<file path="src/rtl/tx_resp_arbiter.sv">
// Response arbiter: merges 1-byte register read data and 2-byte ALU results into the TX FIFO
// write port. Each source has a one-entry holding buffer, and simultaneous requests alternate.
//
// state       | meaning
// IDLE        | no byte in flight; arbitrate between pending buffers
// SEND_REG    | presenting reg_buf, waiting for !wfull
// SEND_ALU_B0 | presenting first ALU byte
// SEND_ALU_B1 | presenting second ALU byte; transfer releases the ALU buffer
module tx_resp_arbiter #(
  parameter int DATA_WIDTH    = 8,
  parameter int ALU_OUT_WIDTH = 16,
  parameter bit ALU_MSB_FIRST = 1'b0
) (
  input  logic                     clk_i,
  input  logic                     rst_i,
  input  logic [DATA_WIDTH-1:0]    rd_data_i,
  input  logic                     rd_data_valid_i,
  input  logic [ALU_OUT_WIDTH-1:0] alu_out_i,
  input  logic                     out_valid_i,
  input  logic                     wfull_i,
  input  logic                     ovf_clr_i,
  output logic [DATA_WIDTH-1:0]    tx_p_data_o,
  output logic                     tx_d_vld_o,
  output logic                     arb_busy_o,
  output logic                     ovf_err_o
);

  typedef enum logic [1:0] {IDLE, SEND_REG, SEND_ALU_B0, SEND_ALU_B1} state_t;

  state_t                   state_q, state_d;
  logic [DATA_WIDTH-1:0]    reg_buf_q, reg_buf_d;
  logic                     reg_pend_q, reg_pend_d;
  logic [ALU_OUT_WIDTH-1:0] alu_buf_q, alu_buf_d;
  logic                     alu_pend_q, alu_pend_d;
  logic                     last_alu_q, last_alu_d;
  logic                     ovf_err_q, ovf_err_d;

  logic                     xfer, reg_rel, alu_rel, reg_ovf, alu_ovf;
  logic [DATA_WIDTH-1:0]    alu_lo, alu_hi, alu_first, alu_second;

  assign alu_lo     = alu_buf_q[DATA_WIDTH-1:0];
  assign alu_hi     = alu_buf_q[ALU_OUT_WIDTH-1 -: DATA_WIDTH];
  assign alu_first  = ALU_MSB_FIRST ? alu_hi : alu_lo;
  assign alu_second = ALU_MSB_FIRST ? alu_lo : alu_hi;

  assign xfer    = (state_q != IDLE) && !wfull_i;
  assign reg_rel = xfer && (state_q == SEND_REG);
  assign alu_rel = xfer && (state_q == SEND_ALU_B1);
  assign reg_ovf = rd_data_valid_i && reg_pend_q && !reg_rel;
  assign alu_ovf = out_valid_i && alu_pend_q && !alu_rel;

  always_comb begin
    state_d    = state_q;
    reg_buf_d  = reg_buf_q;
    reg_pend_d = reg_pend_q;
    alu_buf_d  = alu_buf_q;
    alu_pend_d = alu_pend_q;
    last_alu_d = last_alu_q;
    ovf_err_d  = ovf_err_q;

    unique case (state_q)
      IDLE: begin
        // last_grant only moves on contested grants, so back-to-back ties alternate
        if (reg_pend_q && alu_pend_q) begin
          state_d    = last_alu_q ? SEND_REG : SEND_ALU_B0;
          last_alu_d = !last_alu_q;
        end else if (reg_pend_q) begin
          state_d = SEND_REG;
        end else if (alu_pend_q) begin
          state_d = SEND_ALU_B0;
        end
      end
      SEND_REG:    if (xfer) state_d = IDLE;
      SEND_ALU_B0: if (xfer) state_d = SEND_ALU_B1;
      SEND_ALU_B1: if (xfer) state_d = IDLE;
      default:     state_d = IDLE;
    endcase

    if (reg_rel) reg_pend_d = 1'b0;
    if (alu_rel) alu_pend_d = 1'b0;
    if (rd_data_valid_i && !reg_ovf) begin
      reg_buf_d  = rd_data_i;
      reg_pend_d = 1'b1;
    end
    if (out_valid_i && !alu_ovf) begin
      alu_buf_d  = alu_out_i;
      alu_pend_d = 1'b1;
    end

    if (reg_ovf || alu_ovf) ovf_err_d = 1'b1;
    else if (ovf_clr_i)     ovf_err_d = 1'b0;
  end

  always_ff @(posedge clk_i or posedge rst_i) begin
    if (rst_i) begin
      state_q    <= IDLE;
      reg_buf_q  <= '0;
      reg_pend_q <= 1'b0;
      alu_buf_q  <= '0;
      alu_pend_q <= 1'b0;
      last_alu_q <= 1'b1;
      ovf_err_q  <= 1'b0;
    end else begin
      state_q    <= state_d;
      reg_buf_q  <= reg_buf_d;
      reg_pend_q <= reg_pend_d;
      alu_buf_q  <= alu_buf_d;
      alu_pend_q <= alu_pend_d;
      last_alu_q <= last_alu_d;
      ovf_err_q  <= ovf_err_d;
    end
  end

  always_comb begin
    tx_p_data_o = '0;
    unique case (state_q)
      SEND_REG:    tx_p_data_o = reg_buf_q;
      SEND_ALU_B0: tx_p_data_o = alu_first;
      SEND_ALU_B1: tx_p_data_o = alu_second;
      default:     tx_p_data_o = '0;
    endcase
  end

  assign tx_d_vld_o = xfer;
  assign arb_busy_o = reg_pend_q || alu_pend_q || (state_q != IDLE);
  assign ovf_err_o  = ovf_err_q;

endmodule

</file>
<file path="config.mk">
export PLATFORM = sky130hd
export DESIGN_NAME = tx_resp_arbiter
export DESIGN_NICKNAME = d
export VERILOG_FILES = /design/src/rtl/tx_resp_arbiter.sv
export SDC_FILE = /design/constraint.sdc
export NUM_CORES = 1
export LEC_CHECK = 0
export CAP_MARGIN = 5
export CORE_MARGIN = 2
export CORE_UTILIZATION = 47
export DETAILED_ROUTE_END_ITERATION = 8
export PLACE_DENSITY_LB_ADDON = 0.3
export SLEW_MARGIN = 15
export SYNTH_ARGS = -nofsm -noshare
export SYNTH_HDL_FRONTEND = slang
export SYNTH_SLANG_ARGS = --single-unit
export TNS_END_PERCENT = 20
</file>
<file path="constraint.sdc">
create_clock -name clk_i -period 1.7 [get_ports clk_i]
set_input_delay 0.34 -clock clk_i [delete_from_list [all_inputs] [get_ports clk_i]]
set_output_delay 0.34 -clock clk_i [all_outputs]
set_load 0.005 [all_outputs]
</file>
======== Yosys cells after proc, flatten, opt, wreduce, memory -nomap -nowiden ========
Cells that the tools add are included.
cells by class
  equality and inequality tests ........... 6
  multiplexer cells ....................... 14
  reductions and logical operators ........ 27
operator list
  operator              number
  $pmux W8 S3           1
  $mux W2               6
  $logic_and A1 B1 Y1   10
  $reduce_bool A2 Y1    4
  $logic_not A1 Y1      6
  $mux W1               6
  $pmux W2 S3           1
  $eq A2 B2 Y1 const B  2
  $ne A4 B4 Y1 const B  1
  $logic_or A1 B1 Y1    3
  $reduce_and A3 Y1     1
  $eq A2 B1 Y1 const B  1
  $logic_not A2 Y1      1
  $ne A2 B1 Y1 const B  1
  $ne A2 B2 Y1 const B  1
  $reduce_and A2 Y1     1
  $reduce_or A2 Y1      1
word-level totals
  bits in registers ....................... 30
  bits of input ports ..................... 30
  output and inout bits ................... 11
  word-level logic and storage cells ...... 54

======== Logic depth before layout (Yosys ltp) ========
  word-level depth ........................ 8
  depth in mapped cells ................... 4
  gate-level depth less buffers ........... 3

======== Worst setup path after synthesis ========
OpenSTA, ideal clock, no wires.
  path type ............................... flip-flop to output port
  from .................................... register state_q[1]
  to ...................................... output tx_p_data_o[1]
  arrival ................................. 1.139 ns
  required time ........................... 1.360 ns
  slack ................................... 0.221 ns
  cell stages (with the launch flop) ...... 5
  path buffers ............................ 1
  cells stage by stage .................... dfrtp_1 > buf_2 > mux2_2 > nand2_1 > o21ai_0
on the way
  cells in the longest elaborated chain, start to end .. 2
  elaborated cells between the ends (all ways) .. 4
  those cells by class .................... 3 x eq/ne; 1 x mux
RTL lines
  item                                          RTL line  text
  from (decl)                                   30        state_t state_q, state_d;
  from (signal assigned)                        104       state_q <= state_d;
  $eq A2 B2 Y1 or $eq A2 B1 Y1 (tied branches)  116       unique case (state_q)
  $pmux W8 S3 *                                 116
  to (decl)                                     22        output logic [DATA_WIDTH-1:0] tx_p_data_o,
Mark *: on every way between the ends. The rest lies on a longest branch, timed or not.

======== Worst setup path after layout ========
  from .................................... register state_q[1]
  to ...................................... output tx_p_data_o[0]
Same word-level chain as after synthesis.

==> run metrics <==
Leak=0.000992 µW; htree depth=2; register bit total from synthesis=30; first-pass GRT wire length=5360 µm; Wirelength per Cell=16.4 µm; Worst Setup Start Kind=register; Clock Sinks=30; pin count of the biggest net entering global routing=31; global placer's final weighted congestion=0.758; Vias=1,120; DP HPWL=2260 µm; Slew @ Worst Pin=382 ps; Die W=59.9 µm; die footprint=3590 µm²; main combinational cell family by area after synthesis=multiplexers; Layout area overhead=45.6%; combinational power share=54.5%; CTS tree=built; share of layout cells above drive strength 1=45.9%; adder-cell share of the synthesized area=0%; clock power share=11.4%; Worst R2R Path Depth=7; CP dominant cell by count=buf_6; Clk pin slew, worst setup/hold paths=90 ps; Die Y-Extent=59.9 µm; Synth Instances=119; post-synthesis sequential area ratio=51.2%; crit path DAT=1590 ps; Hold Buf Count CTS=0; distinct cell type count after synthesis=25; PD cells=1760 nW/µm²; Post-DRT Antenna Nets=0; Slowest-stage cell, CP=dfrtp_1; CTS Root Cell=clkbuf_4; Max-slew headroom=74.5%; initial antenna violation count=0; ANT cells=0; CORE AREA=3000 µm²; clk_skew=9.70 ps; Pint=2500 µW; worst-path fanout max=4; failing checks=negative setup slack; post-synthesis mux area share=27.1%; Mapped Nets=149; Longest Clk Path Bufs=2; total CTS buffers=5; final worst setup slack=-229 ps; Post-Route WL=3510 µm; NetSw=1270 µW; worst-skew pair later-pin latency=330 ps; Simple-Gate Fraction of Synth Area=9.88%; hold crit path type=in2async; WS Path Type=reg2out; First-pass DRT Iterations=4; peak supply drop=0.000932 V; detailed-route DRC error count=0; Mean Syn Cell Area=12.3 µm²; Compound-Gate Fraction of Synth Area=7.75%; # fillers=224; xor and xnor area share after synthesis=0.596%; Post-Syn Area=1470 µm²; Reg power frac=34.1%; post-layout util=71.2%; crit path time final=1930 ps; status=complete, but fails checks; RSZ-0062 raised after global routing=yes; CP Capture Type=output port; global-route total usage across every layer=21.0%; cells along the critical path=buf_6, buf_6, mux2_4, nand2_1, o21ai_1, buf_2; DR iter-0 viols=32; Final period util=113%; number of port buffers=40; Fin Hold WS=376 ps; FMAX=0.518 GHz; final hold vios=0; Worst Path Required=1360 ps; GRT Residual Overflow=0; Nets=212; Via-to-Cell Ratio=5.23; max cap viols=0; vias in the first global route=1,159; Sw Share=33.7%; Max Slew Vio Count=0; Final Setup Violations=10; synth warn=0; Crit path largest cell delay=430 ps; Boundary Pins=41; Initial Util=48.9%; row count=20
[power groups by stage]
stage	clock network (µW)	registers, µW	logic, µW
2_1_floorplan	0	1230	1070
3_3_place_gp	0	1250	1750
3_5_place_dp	0	1270	1770
4_1_cts	437	1270	1860
5_1_grt	467	1320	2230
6_report	428	1280	2050
[metrics by stage]
step / TNS (ps) / total power [µW] / worst slack, ps / instance area [µm²] / instances
2_1_floorplan: 0 / 2300 / 221 / 1470 / 119
3_3_place_gp: -2310 / 3000 / -88.0 / 1990 / 202
3_5_place_dp: -2890 / 3050 / -118 / 1990 / 202
4_1_cts: -1460 / 3570 / -202 / 2090 / 213
5_1_grt: -2360 / 4010 / -284 / 2140 / 214
6_report: -1630 / 3760 / -229 / 2140 / 214
[cell families (layout without fill, tap and decap cells)]
kind of cell,after synthesis,after routing
muxes,32,32
DFF,30,30
AOI/OAI and AO/OA,17,17
buffers and inverters,10,72
and+or+nand+nor,29,29
xor gates and xnor gates,1,1
[cells in the mapped netlist]
| master | n | area [µm²] |
|---|---|---|
| nand2_1 | 19 | 71.3 |
| a21oi_1 | 3 | 15.0 |
| a211o_1 | 1 | 8.76 |
| a21o_1 | 1 | 7.51 |
| o21bai_1 | 1 | 7.51 |
| nor2_1 | 3 | 11.3 |
| o21ai_0 | 8 | 40.0 |
| buf_2 | 2 | 10.0 |
| dfrtp_1 | 29 | 726 |
| xnor2_1 | 1 | 8.76 |
| a21boi_4 | 1 | 18.8 |
| dfstp_2 | 1 | 26.3 |
| o21ai_2 | 1 | 8.76 |
| clkbuf_1 | 3 | 11.3 |
| nand3b_4 | 1 | 20.0 |
| and3_1 | 1 | 6.26 |
| mux2_4 | 10 | 150 |
| mux2_2 | 22 | 248 |
| nor3b_2 | 1 | 12.5 |
| a22oi_1 | 1 | 7.51 |
| nand2b_1 | 1 | 6.26 |
| nand3_1 | 2 | 10.0 |
| buf_8 | 1 | 15.0 |
| nand3b_1 | 1 | 7.51 |
| inv_1 | 4 | 15.0 |
[registers in the layout, summed over array words and instances, names as in the netlist]
signal / count
reg_pend_q: 1
last_alu_q: 1
ovf_err_o: 1
reg_buf_q: 8
state_q: 2
alu_pend_q: 1
alu_buf_q: 16
[final timing paths]
| path | start | end | slack (ps) |
|---|---|---|---|
| setup / recovery | state_q[1] | tx_p_data_o[0] | -230 |
| hold / removal | rst_i | alu_buf_q[12] | 380 |
| setup reg to reg | state_q[1] | reg_buf_q[2] | 30 |
| hold reg to reg | ovf_err_o | ovf_err_o | 510 |
| max in group asynchronous | rst_i | last_alu_q | 1010 |
| min in group clk_i | ovf_err_o | ovf_err_o | 510 |
[worst max-delay path, delay by kind of cell (launching register included)]
kind	cells	cell delay, ps
compound gates	1	80
buf+inv	3	390
flops	1	430
mux	1	290
simple gates	1	80
[repair_timing]
item	CTS	global route
hold endpoints to repair	0	0
gates cloned	1	0
endpoints found under the setup margin	10	10
pin swaps	1	2
gates resized for setup	51	18
buffers inserted	4	1
[layout by cell type, fill, tap and decap left out, drive strengths merged]
cell type / instances
a211o: 1
a21boi: 1
a21o: 1
a21oi: 3
a22oi: 1
and3: 1
buf: 29
clkbuf: 8
clkdlybuf4s50: 30
dfrtp: 29
dfstp: 1
dlygate4sd2: 1
inv: 4
mux2: 32
nand2: 19
nand2b: 1
nand3: 2
nand3b: 2
nor2: 3
nor3b: 1
o21ai: 9
o21bai: 1
xnor2: 1
[cell type report]
cell class	count	area (µm²)	area share, %
sequential	30	752	35.2
multi-input combinational	79	726	33.9
timing repair buffer	62	553	25.9
clock buffer	6	51.3	2.40
tap	33	41.3	1.93
inverter	4	15.0	0.702
[per-layer routing]
metal,track usage [%],part of all wire (%),up-vias
met4,8.89,3.7,0
met2,33.7,48,35
met1,26.0,43,542
met5,0,0,-
li1,-,-,532
met3,6.49,5.0,11
No activity file was read; power rests on OpenSTA's default activity.
